[src/rtl/fft_feeder_pkg.sv]
// Shared types and helpers for the FFT frame feeder: FSM encoding, default
// config word and the last-index helper.
package fft_feeder_pkg;

    typedef enum logic [1:0] {
        ST_IDLE   = 2'd0,
        ST_CONFIG = 2'd1,
        ST_FILL   = 2'd2,
        ST_STREAM = 2'd3
    } state_e;

    // bit0=1 selects the forward transform
    localparam logic [7:0] CFG_WORD_DEF = 8'h01;

    function automatic int unsigned last_idx(input int unsigned log2_n);
        return (32'd1 << log2_n) - 32'd1;
    endfunction

endpackage

[src/rtl/fft_frame_feeder_if.sv]
// AXI-Stream config and data channels between the frame feeder and the FFT core.
// FEEDER_TUSER_EN adds m_tuser carrying the sample index.
interface fft_frame_feeder_if #(
    parameter int DATA_W = 16,
`ifdef FEEDER_TUSER_EN
    parameter int LOG2_N = 7,
`endif
    parameter int CFG_W  = 8
);

    logic [CFG_W-1:0]    cfg_tdata;
    logic                cfg_tvalid;
    logic                cfg_tready;
    logic [2*DATA_W-1:0] m_tdata;
    logic                m_tvalid;
    logic                m_tready;
    logic                m_tlast;
`ifdef FEEDER_TUSER_EN
    logic [LOG2_N-1:0]   m_tuser;

    modport master (
        output cfg_tdata, cfg_tvalid, m_tdata, m_tvalid, m_tlast, m_tuser,
        input  cfg_tready, m_tready
    );
    modport slave (
        input  cfg_tdata, cfg_tvalid, m_tdata, m_tvalid, m_tlast, m_tuser,
        output cfg_tready, m_tready
    );
`else
    modport master (
        output cfg_tdata, cfg_tvalid, m_tdata, m_tvalid, m_tlast,
        input  cfg_tready, m_tready
    );
    modport slave (
        input  cfg_tdata, cfg_tvalid, m_tdata, m_tvalid, m_tlast,
        output cfg_tready, m_tready
    );
`endif

endinterface

[src/rtl/fft_feeder_ram.sv]
// Simple dual-port frame buffer, depth 2**LOG2_N, 1-cycle synchronous read.
// The read register holds its value while re is low.
module fft_feeder_ram #(
    parameter int DATA_W = 16,
    parameter int LOG2_N = 7
) (
    input  logic              clk,
    input  logic              we,
    input  logic [LOG2_N-1:0] waddr,
    input  logic [DATA_W-1:0] wdata,
    input  logic              re,
    input  logic [LOG2_N-1:0] raddr,
    output logic [DATA_W-1:0] rdata
);

    logic [DATA_W-1:0] mem_q [2**LOG2_N];
    logic [DATA_W-1:0] rdata_q;

    always_ff @(posedge clk) begin
        if (we) begin
            mem_q[waddr] <= wdata;
        end
        if (re) begin
            rdata_q <= mem_q[raddr];
        end
    end

    assign rdata = rdata_q;

endmodule

[src/rtl/fft_frame_feeder.sv]
// Buffers one frame of ADC samples and streams it to the FFT core with imag=0.
// Build option FEEDER_TUSER_EN adds m_tuser (sample index) on the data channel.
module fft_frame_feeder
    import fft_feeder_pkg::*;
#(
    parameter int                DATA_W   = 16,
    parameter int                LOG2_N   = 7,
    parameter int                CFG_W    = 8,
    parameter logic [CFG_W-1:0]  CFG_WORD = CFG_W'(CFG_WORD_DEF)
) (
    input  logic                clk,
    input  logic                rst,
    input  logic                start,
    input  logic                cont,
    input  logic                stop,
    input  logic [DATA_W-1:0]   sample_in,
    input  logic                sample_valid,
    fft_frame_feeder_if.master  bus,
    output logic                busy,
    output logic                frame_done,
    output logic                overrun
);

    localparam logic [LOG2_N-1:0] LAST = LOG2_N'(last_idx(LOG2_N));

    state_e            state_q, state_d;
    logic [LOG2_N-1:0] wr_ptr_q, wr_ptr_d;
    logic [LOG2_N-1:0] rd_ptr_q, rd_ptr_d;
    logic [LOG2_N-1:0] idx_q, idx_d;
    logic              rd_done_q, rd_done_d;
    logic              vld_q, vld_d;
    logic              stop_lat_q, stop_lat_d;
    logic              frame_done_q, frame_done_d;
    logic              overrun_q, overrun_d;

    logic              wr_en, rd_en, beat, last_beat;
    logic [DATA_W-1:0] rd_data;

    // The RAM read register doubles as the output register: it only advances
    // when the output slot is empty or being consumed.
    assign wr_en     = (state_q == ST_FILL) && sample_valid;
    assign rd_en     = (state_q == ST_STREAM) && !rd_done_q && (!vld_q || bus.m_tready);
    assign beat      = vld_q && bus.m_tready;
    assign last_beat = beat && (idx_q == LAST);

    fft_feeder_ram #(
        .DATA_W (DATA_W),
        .LOG2_N (LOG2_N)
    ) u_ram (
        .clk   (clk),
        .we    (wr_en),
        .waddr (wr_ptr_q),
        .wdata (sample_in),
        .re    (rd_en),
        .raddr (rd_ptr_q),
        .rdata (rd_data)
    );

    always_ff @(posedge clk) begin
        if (rst) begin
            state_q      <= ST_IDLE;
            wr_ptr_q     <= '0;
            rd_ptr_q     <= '0;
            idx_q        <= '0;
            rd_done_q    <= 1'b0;
            vld_q        <= 1'b0;
            stop_lat_q   <= 1'b0;
            frame_done_q <= 1'b0;
            overrun_q    <= 1'b0;
        end else begin
            state_q      <= state_d;
            wr_ptr_q     <= wr_ptr_d;
            rd_ptr_q     <= rd_ptr_d;
            idx_q        <= idx_d;
            rd_done_q    <= rd_done_d;
            vld_q        <= vld_d;
            stop_lat_q   <= stop_lat_d;
            frame_done_q <= frame_done_d;
            overrun_q    <= overrun_d;
        end
    end

    always_comb begin
        state_d = state_q;
        unique case (state_q)
            ST_IDLE:   if (start) state_d = ST_CONFIG;
            ST_CONFIG: if (bus.cfg_tready) state_d = ST_FILL;
            ST_FILL:   if (wr_en && (wr_ptr_q == LAST)) state_d = ST_STREAM;
            ST_STREAM: begin
                if (last_beat) begin
                    state_d = (cont && !stop_lat_q && !stop) ? ST_FILL : ST_IDLE;
                end
            end
            default:   state_d = ST_IDLE;
        endcase
    end

    always_comb begin
        wr_ptr_d     = wr_en ? wr_ptr_q + 1'b1 : wr_ptr_q;
        rd_ptr_d     = rd_ptr_q;
        rd_done_d    = rd_done_q;
        vld_d        = vld_q;
        idx_d        = idx_q;
        frame_done_d = last_beat;

        if (rd_en) begin
            rd_ptr_d  = rd_ptr_q + 1'b1;
            rd_done_d = (rd_ptr_q == LAST);
            vld_d     = 1'b1;
            idx_d     = rd_ptr_q;
        end else if (beat) begin
            vld_d     = 1'b0;
        end

        if (last_beat) begin
            rd_ptr_d  = '0;
            rd_done_d = 1'b0;
            vld_d     = 1'b0;
        end

        stop_lat_d = stop_lat_q | (stop && (state_q != ST_IDLE));
        if (last_beat && (state_d == ST_IDLE)) begin
            stop_lat_d = 1'b0;
        end

        overrun_d = overrun_q;
        if ((state_q == ST_IDLE) && start) begin
            overrun_d = 1'b0;
        end else if ((state_q == ST_STREAM) && sample_valid) begin
            overrun_d = 1'b1;
        end
    end

    // Outputs are forced to zero outside their valid windows so reset leaves every output low.
    always_comb begin
        busy           = (state_q != ST_IDLE);
        bus.cfg_tvalid = (state_q == ST_CONFIG);
        bus.cfg_tdata  = bus.cfg_tvalid ? CFG_WORD : '0;
        bus.m_tvalid   = vld_q;
        bus.m_tdata    = vld_q ? {{DATA_W{1'b0}}, rd_data} : '0;
        bus.m_tlast    = vld_q && (idx_q == LAST);
`ifdef FEEDER_TUSER_EN
        bus.m_tuser    = idx_q;
`endif
        frame_done     = frame_done_q;
        overrun        = overrun_q;
    end

endmodule

[src/flat_wrapper.sv]
// flat-port wrapper written by rule: the top's interface ports become plain ports
module fft_frame_feeder_flat import fft_feeder_pkg::*;
#(
    parameter int                DATA_W   = 16,
    parameter int                LOG2_N   = 7,
    parameter int                CFG_W    = 8,
    parameter logic [CFG_W-1:0]  CFG_WORD = CFG_W'(CFG_WORD_DEF)
)
  (clk, rst, start, cont, stop, sample_in, sample_valid, busy, frame_done, overrun, bus_cfg_tdata, bus_cfg_tvalid, bus_m_tdata, bus_m_tvalid, bus_m_tlast, bus_cfg_tready, bus_m_tready);
  fft_frame_feeder_if #(.DATA_W(DATA_W), .CFG_W(CFG_W)) bus_i ();
  input  logic clk;
  input  logic rst;
  input  logic start;
  input  logic cont;
  input  logic stop;
  input  logic [DATA_W-1:0] sample_in;
  input  logic sample_valid;
  output logic busy;
  output logic frame_done;
  output logic overrun;
  output wire logic [$bits(bus_i.cfg_tdata)-1:0] bus_cfg_tdata;
  output wire logic [$bits(bus_i.cfg_tvalid)-1:0] bus_cfg_tvalid;
  output wire logic [$bits(bus_i.m_tdata)-1:0] bus_m_tdata;
  output wire logic [$bits(bus_i.m_tvalid)-1:0] bus_m_tvalid;
  output wire logic [$bits(bus_i.m_tlast)-1:0] bus_m_tlast;
  input wire logic [$bits(bus_i.cfg_tready)-1:0] bus_cfg_tready;
  input wire logic [$bits(bus_i.m_tready)-1:0] bus_m_tready;
  assign bus_cfg_tdata = bus_i.cfg_tdata;
  assign bus_cfg_tvalid = bus_i.cfg_tvalid;
  assign bus_m_tdata = bus_i.m_tdata;
  assign bus_m_tvalid = bus_i.m_tvalid;
  assign bus_m_tlast = bus_i.m_tlast;
  assign bus_i.cfg_tready = bus_cfg_tready;
  assign bus_i.m_tready = bus_m_tready;
  fft_frame_feeder #(.DATA_W(DATA_W), .LOG2_N(LOG2_N), .CFG_W(CFG_W), .CFG_WORD(CFG_WORD)) u_core (.clk(clk), .rst(rst), .start(start), .cont(cont), .stop(stop), .sample_in(sample_in), .sample_valid(sample_valid), .bus(bus_i), .busy(busy), .frame_done(frame_done), .overrun(overrun));
endmodule
[config.mk]
export PLATFORM = sky130hd
export DESIGN_NAME = fft_frame_feeder_flat
export DESIGN_NICKNAME = d
export VERILOG_FILES = /design/src/rtl/fft_feeder_pkg.sv /design/src/rtl/fft_frame_feeder_if.sv /design/src/rtl/fft_feeder_ram.sv /design/src/rtl/fft_frame_feeder.sv /design/src/flat_wrapper.sv
export SDC_FILE = /design/constraint.sdc
export NUM_CORES = 2
export LEC_CHECK = 0
export BUFFER_PORTS_ARGS = -buffer_cell sky130_fd_sc_hd__buf_2
export CAP_MARGIN = 20
export CORE_MARGIN = 1.5
export CORE_UTILIZATION = 35
export CTS_BUF_LIST = sky130_fd_sc_hd__clkbuf_8
export CTS_CLUSTER_SIZE = 28
export DETAILED_ROUTE_END_ITERATION = 10
export PLACE_DENSITY = 0.57
export SYNTH_ARGS = -nofsm -noshare
export SYNTH_HDL_FRONTEND = slang
export SYNTH_HIERARCHICAL = 1
export SYNTH_SLANG_ARGS = --single-unit
[constraint.sdc]
create_clock -name clk -period 4.1 [get_ports clk]
set_input_delay 0.205 -clock clk [delete_from_list [all_inputs] [get_ports clk]]
set_output_delay 0.205 -clock clk [all_outputs]
set_load 0.02 [all_outputs]
==> report_table.html <==
<table>
<tr><th>Metric</th><th>Value</th></tr>
<tr><th colspan="2">Synthesis</th></tr>
<tr><td>Largest area contributor in the netlist</td><td>edfxtp_1</td></tr>
<tr><td>Number of instances in the synthesized netlist</td><td>3,268</td></tr>
<tr><td>Async S/R FF share, synth</td><td>0%</td></tr>
<tr><td>Most used standard cells in the synthesized netlist</td><td>edfxtp_1, mux4_2, nor2_1, clkbuf_1, buf_2</td></tr>
<tr><td>Post-synth EDFFs</td><td>2,064</td></tr>
<tr><td>Cell with the most instances after synthesis</td><td>edfxtp_1</td></tr>
<tr><td>Distinct cell type count of the synthesized netlist</td><td>46</td></tr>
<tr><td>Flip-flop and latch count after synthesis</td><td>roughly 2.1k</td></tr>
<tr><td>Area fraction of the dominant cell type after synthesis</td><td>77.2%</td></tr>
<tr><td>Most instantiated flip-flop cell in the synthesis netlist</td><td>edfxtp_1</td></tr>
<tr><td>Summed instance area of the synthesized netlist</td><td>between 0.08 and 0.09 mm^2</td></tr>
<tr><td>Synthesized area per cell</td><td>~25 um^2</td></tr>
<tr><td>Count of warnings emitted by yosys</td><td>6</td></tr>
<tr><td>Sequential area share after synthesis</td><td>77.9%</td></tr>
<tr><td>Top post-synthesis cells by area</td><td>edfxtp_1, mux4_2, dfxtp_1, nor2_1, clkbuf_1</td></tr>
<tr><th colspan="2">Detailed routing</th></tr>
<tr><td>Detail-routed via count per cell</td><td>about 5.3</td></tr>
<tr><td>Routed wire length</td><td>208 mm</td></tr>
<tr><td>Number of routed nets with antenna violations</td><td>0</td></tr>
<tr><td>Number of violations reported at the end of detailed-routing iteration 0</td><td>4,286</td></tr>
<tr><td>Iteration count of the initial detailed-routing pass</td><td>5</td></tr>
<tr><td>Via Count</td><td>roughly 38k</td></tr>
<tr><td>Routed wire per std cell</td><td>between 20 and 30 um</td></tr>
<tr><td>Post-route DRC violation count</td><td>0</td></tr>
<tr><th colspan="2">Global route</th></tr>
<tr><td>GR Util All Layers</td><td>a little under a fifth</td></tr>
<tr><td>First-pass GRT wire length</td><td>between 200 and 300 mm</td></tr>
<tr><td>Pin count of the biggest net entering global routing</td><td>96</td></tr>
<tr><td>Initial antenna violation count</td><td>14</td></tr>
<tr><td>Overflow left after global routing</td><td>0</td></tr>
<tr><td>Via count of the first global-routing pass</td><td>38.8k</td></tr>
<tr><th colspan="2">Finish</th></tr>
<tr><td>Number of standard cells in the layout, taps in and fillers out</td><td>7,051</td></tr>
<tr><td>Final net count</td><td>between 3k and 4k</td></tr>
<tr><td>Ratio of cells with drive above 1 in the final layout</td><td>37.7%</td></tr>
<tr><td>Synthesis-to-finish area growth</td><td>15.3%</td></tr>
<tr><td>Finished Cell Area</td><td>~0.093 mm^2</td></tr>
<tr><th colspan="2">CTS</th></tr>
<tr><td>Post-cts hold buffer count</td><td>29</td></tr>
<tr><td>Clock tree root buffer cell</td><td>clkbuf_8</td></tr>
<tr><td>TritonCTS clock tree</td><td>done</td></tr>
<tr><td>Worst skew pair latency</td><td>~1.1 ns</td></tr>
<tr><td>Maximum clock insertion buffer count</td><td>4</td></tr>
<tr><td>Post-CTS setup buffer count</td><td>0</td></tr>
<tr><td>Clock Pin Slew Worst Setup and Hold Paths</td><td>roughly 0.06 ns</td></tr>
<tr><td>Clock net sink count</td><td>2,092</td></tr>
<tr><td>Number of clock buffers inserted by TritonCTS</td><td>~350</td></tr>
<tr><td>Number of H-tree levels</td><td>5</td></tr>
<tr><td>Count of instances resized after the clock tree is built</td><td>0</td></tr>
<tr><th colspan="2">Placed design</th></tr>
<tr><td>Placed instance area</td><td>0.0863 mm^2</td></tr>
<tr><td>DP Wirelength</td><td>120 mm</td></tr>
<tr><td>Routability congestion estimate</td><td>0.803</td></tr>
<tr><td>Pre-CTS setup slack</td><td>between 0.4 and 0.5 ns</td></tr>
<tr><td># placed instances</td><td>roughly 6.4k</td></tr>
<tr><td>Total of buffers placed on input and output ports</td><td>46</td></tr>
<tr><th colspan="2">Critical path</th></tr>
<tr><td>Flop2flop setup slack</td><td>0.41 ns</td></tr>
<tr><td>CP Capture Type</td><td>register</td></tr>
<tr><td>Biggest fanout along the worst timing path</td><td>17</td></tr>
<tr><td>Data required, critical path</td><td>just under 5 ns</td></tr>
<tr><td>Nature of the critical path startpoint</td><td>register</td></tr>
<tr><td>Path type of the worst setup path</td><td>register to register</td></tr>
<tr><td>Data arrival time of the critical path</td><td>around 4.5 ns</td></tr>
<tr><td>Worst R2R Start</td><td>u_core/rd_ptr_q[0]$_SDFFE_PP0P_</td></tr>
<tr><td>Depth of the worst register-to-register path</td><td>7</td></tr>
<tr><td>Crit Reg-Reg Endpoint</td><td>u_core/u_ram/rdata[14]$_DFFE_PP_</td></tr>
<tr><th colspan="2">Min path</th></tr>
<tr><td>Worst Hold Path EP</td><td>u_core/u_ram/mem_q[30][3]$_DFFE_PP_</td></tr>
<tr><td>Class of the worst hold path</td><td>input port to register</td></tr>
<tr><td>Startpoint of the tightest hold check path</td><td>sample_in[3]</td></tr>
<tr><td>Hold path depth</td><td>2</td></tr>
<tr><th colspan="2">Timing</th></tr>
<tr><td>Least-Margin Pin Slew</td><td>between 1 and 1.5 ns</td></tr>
<tr><td>Skew final</td><td>0.104 ns</td></tr>
<tr><td>Max-slew headroom at the worst pin</td><td>20.0%</td></tr>
<tr><td>Total count of hold-check failures in the final report</td><td>0</td></tr>
<tr><td>Final cycle utilization of the critical path</td><td>89.9%</td></tr>
<tr><td>Setup Viol. Count Final</td><td>0</td></tr>
<tr><td>FMAX</td><td>271 MHz</td></tr>
<tr><td>Final period demand of the worst path</td><td>3.69 ns</td></tr>
<tr><td>RSZ-0062 raised after global routing</td><td>false</td></tr>
<tr><td>Setup tns final</td><td>0 ns</td></tr>
<tr><td>Min setup slack post-route</td><td>0.413 ns</td></tr>
<tr><td>Fin. max-slew vios</td><td>0</td></tr>
<tr><th colspan="2">Floorplan</th></tr>
<tr><td>Die boundary height</td><td>roughly 480 um</td></tr>
<tr><td>Core Rows</td><td>175</td></tr>
<tr><td>Chip Width</td><td>roughly 480 um</td></tr>
<tr><td>I/O pin count</td><td>70</td></tr>
<tr><td>Initial cell density of the core</td><td>35.2%</td></tr>
<tr><td>Placeable core region</td><td>approximately 0.23 mm^2</td></tr>
<tr><td>Die area</td><td>0.232 mm^2</td></tr>
<tr><th colspan="2">Pwr</th></tr>
<tr><td>Peak supply drop</td><td>0.321 mV</td></tr>
<tr><td>Share of total power in combinational logic</td><td>between 2 and 2.5%</td></tr>
<tr><td>Sw Pwr</td><td>8.66 mW</td></tr>
<tr><td>Power density over the cells</td><td>around 440 mW/mm^2</td></tr>
<tr><td>Internal portion of total power</td><td>32.0 mW</td></tr>
<tr><td>Leak pwr</td><td>approximately 28 nW</td></tr>
<tr><td>Switching Share</td><td>between 20% and 30%</td></tr>
<tr><td>Share of total power in sequential cells</td><td>~58%</td></tr>
<tr><td>Clock power share</td><td>roughly two fifths</td></tr>
<tr><th colspan="2">Job</th></tr>
<tr><td>Number of violations of the max-capacitance limit</td><td>0</td></tr>
<tr><th colspan="2">Status</th></tr>
<tr><td>Status</td><td>finished clean</td></tr>
</table>
registers in the layout (all words and copies together), names as in the netlist:
signal               cells
u_core/u_ram/mem_q    2048
u_core/u_ram/rdata      16
u_core/idx_q             7
u_core/rd_ptr_q          7
u_core/wr_ptr_q          7
u_core/state_q           2
u_core/bus.m_tvalid      1
u_core/frame_done        1
u_core/overrun           1
u_core/rd_done_q         1
u_core/stop_lat_q        1
worst max-delay path, stage by stage (launching register included):
cell and delay (ns):
dfxtp_4 0.66, buf_12 0.28, buf_12 0.19, buf_4 0.25
mux4_2 0.54, mux4_2 0.55, mux4_2 0.62, mux2_2 0.30
metrics by stage:
stage	power [mW]	hold WS, ns	utilization (%)
3_3_place_gp	24.9	0.471	37.9
3_5_place_dp	24.9	0.470	37.9
5_1_grt	42.1	0.132	40.6
2_1_floorplan	24.4	0.304	-
4_1_cts	41.2	0.0829	40.6
6_report	40.7	0.184	40.6
power groups by stage:
stage                     clock (mW)  sequential [mW]  combinational [mW]
final                           16.2             23.5               0.965
after global placement             0             24.0               0.935
after floorplan                    0             24.0               0.420
after detailed placement           0             24.0               0.959
after global routing            17.5             23.5                1.04
after CTS                       16.7             23.5               0.984
per-layer routing:
metal / GRT usage (%) / vias to the layer above / share of wire (%)
met4: 6.94 / 0 / 3.4
met5: 0 / - / 0
met2: 28.0 / 1526 / 47
li1: - / 15100 / -
met3: 3.46 / 335 / 7.1
met1: 25.1 / 20600 / 42
cells in the final DEF, fill, tap and decap left out, drive strengths merged, types with 14 or more instances in the layout:
master	count
a21oi	16
and2	16
buf	319
clkbuf	357
clkinv	102
conb	23
dfxtp	28
diode	16
dlygate4sd3	29
edfxtp	2064
inv	124
mux2	16
mux4	672
nand2	28
nand3	14
nor2	136
area by class of cell:
| cell class | instances | area (um^2) |
|---|---|---|
| clock buffer | 357 | 4910 |
| antenna | 16 | 40.0 |
| timing repair buffer | 348 | 3120 |
| clock inverter | 228 | 1010 |
| sequential | 2092 | 62600 |
| tap | 3009 | 3760 |
| inverter | 5 | 18.8 |
| fill | 19800 | 135000 |
| multi-input combinational | 996 | 17100 |
logic make-up after synthesis:
logic type      count (synthesis)  synth area share, %
compound gates                 34                0.242
xor+xnor                       10                0.109
fa+ha+maj                       2               0.0312
buf+inv                       202                 1.18
flops                        2092                 77.9
mux                           689                 19.1
other cells                     1              0.00467
simple gates                  238                 1.42
worst max path at each step:
stage	cells after the start	slack (ns)	to	start
floorplan	6	1.06	u_core/u_ram/rdata[0]$_DFFE_PP_	u_core/rd_ptr_q[0]$_SDFFE_PP0P_
global placement	7	0.44	u_core/u_ram/rdata[14]$_DFFE_PP_	u_core/rd_ptr_q[0]$_SDFFE_PP0P_
detailed placement	7	0.42	u_core/u_ram/rdata[14]$_DFFE_PP_	u_core/rd_ptr_q[0]$_SDFFE_PP0P_
CTS	7	0.40	u_core/u_ram/rdata[14]$_DFFE_PP_	u_core/rd_ptr_q[0]$_SDFFE_PP0P_
global route	7	0.33	u_core/u_ram/rdata[14]$_DFFE_PP_	u_core/rd_ptr_q[0]$_SDFFE_PP0P_
finish	7	0.41	u_core/u_ram/rdata[14]$_DFFE_PP_	u_core/rd_ptr_q[0]$_SDFFE_PP0P_
No activity file was read; power rests on OpenSTA's default activity.
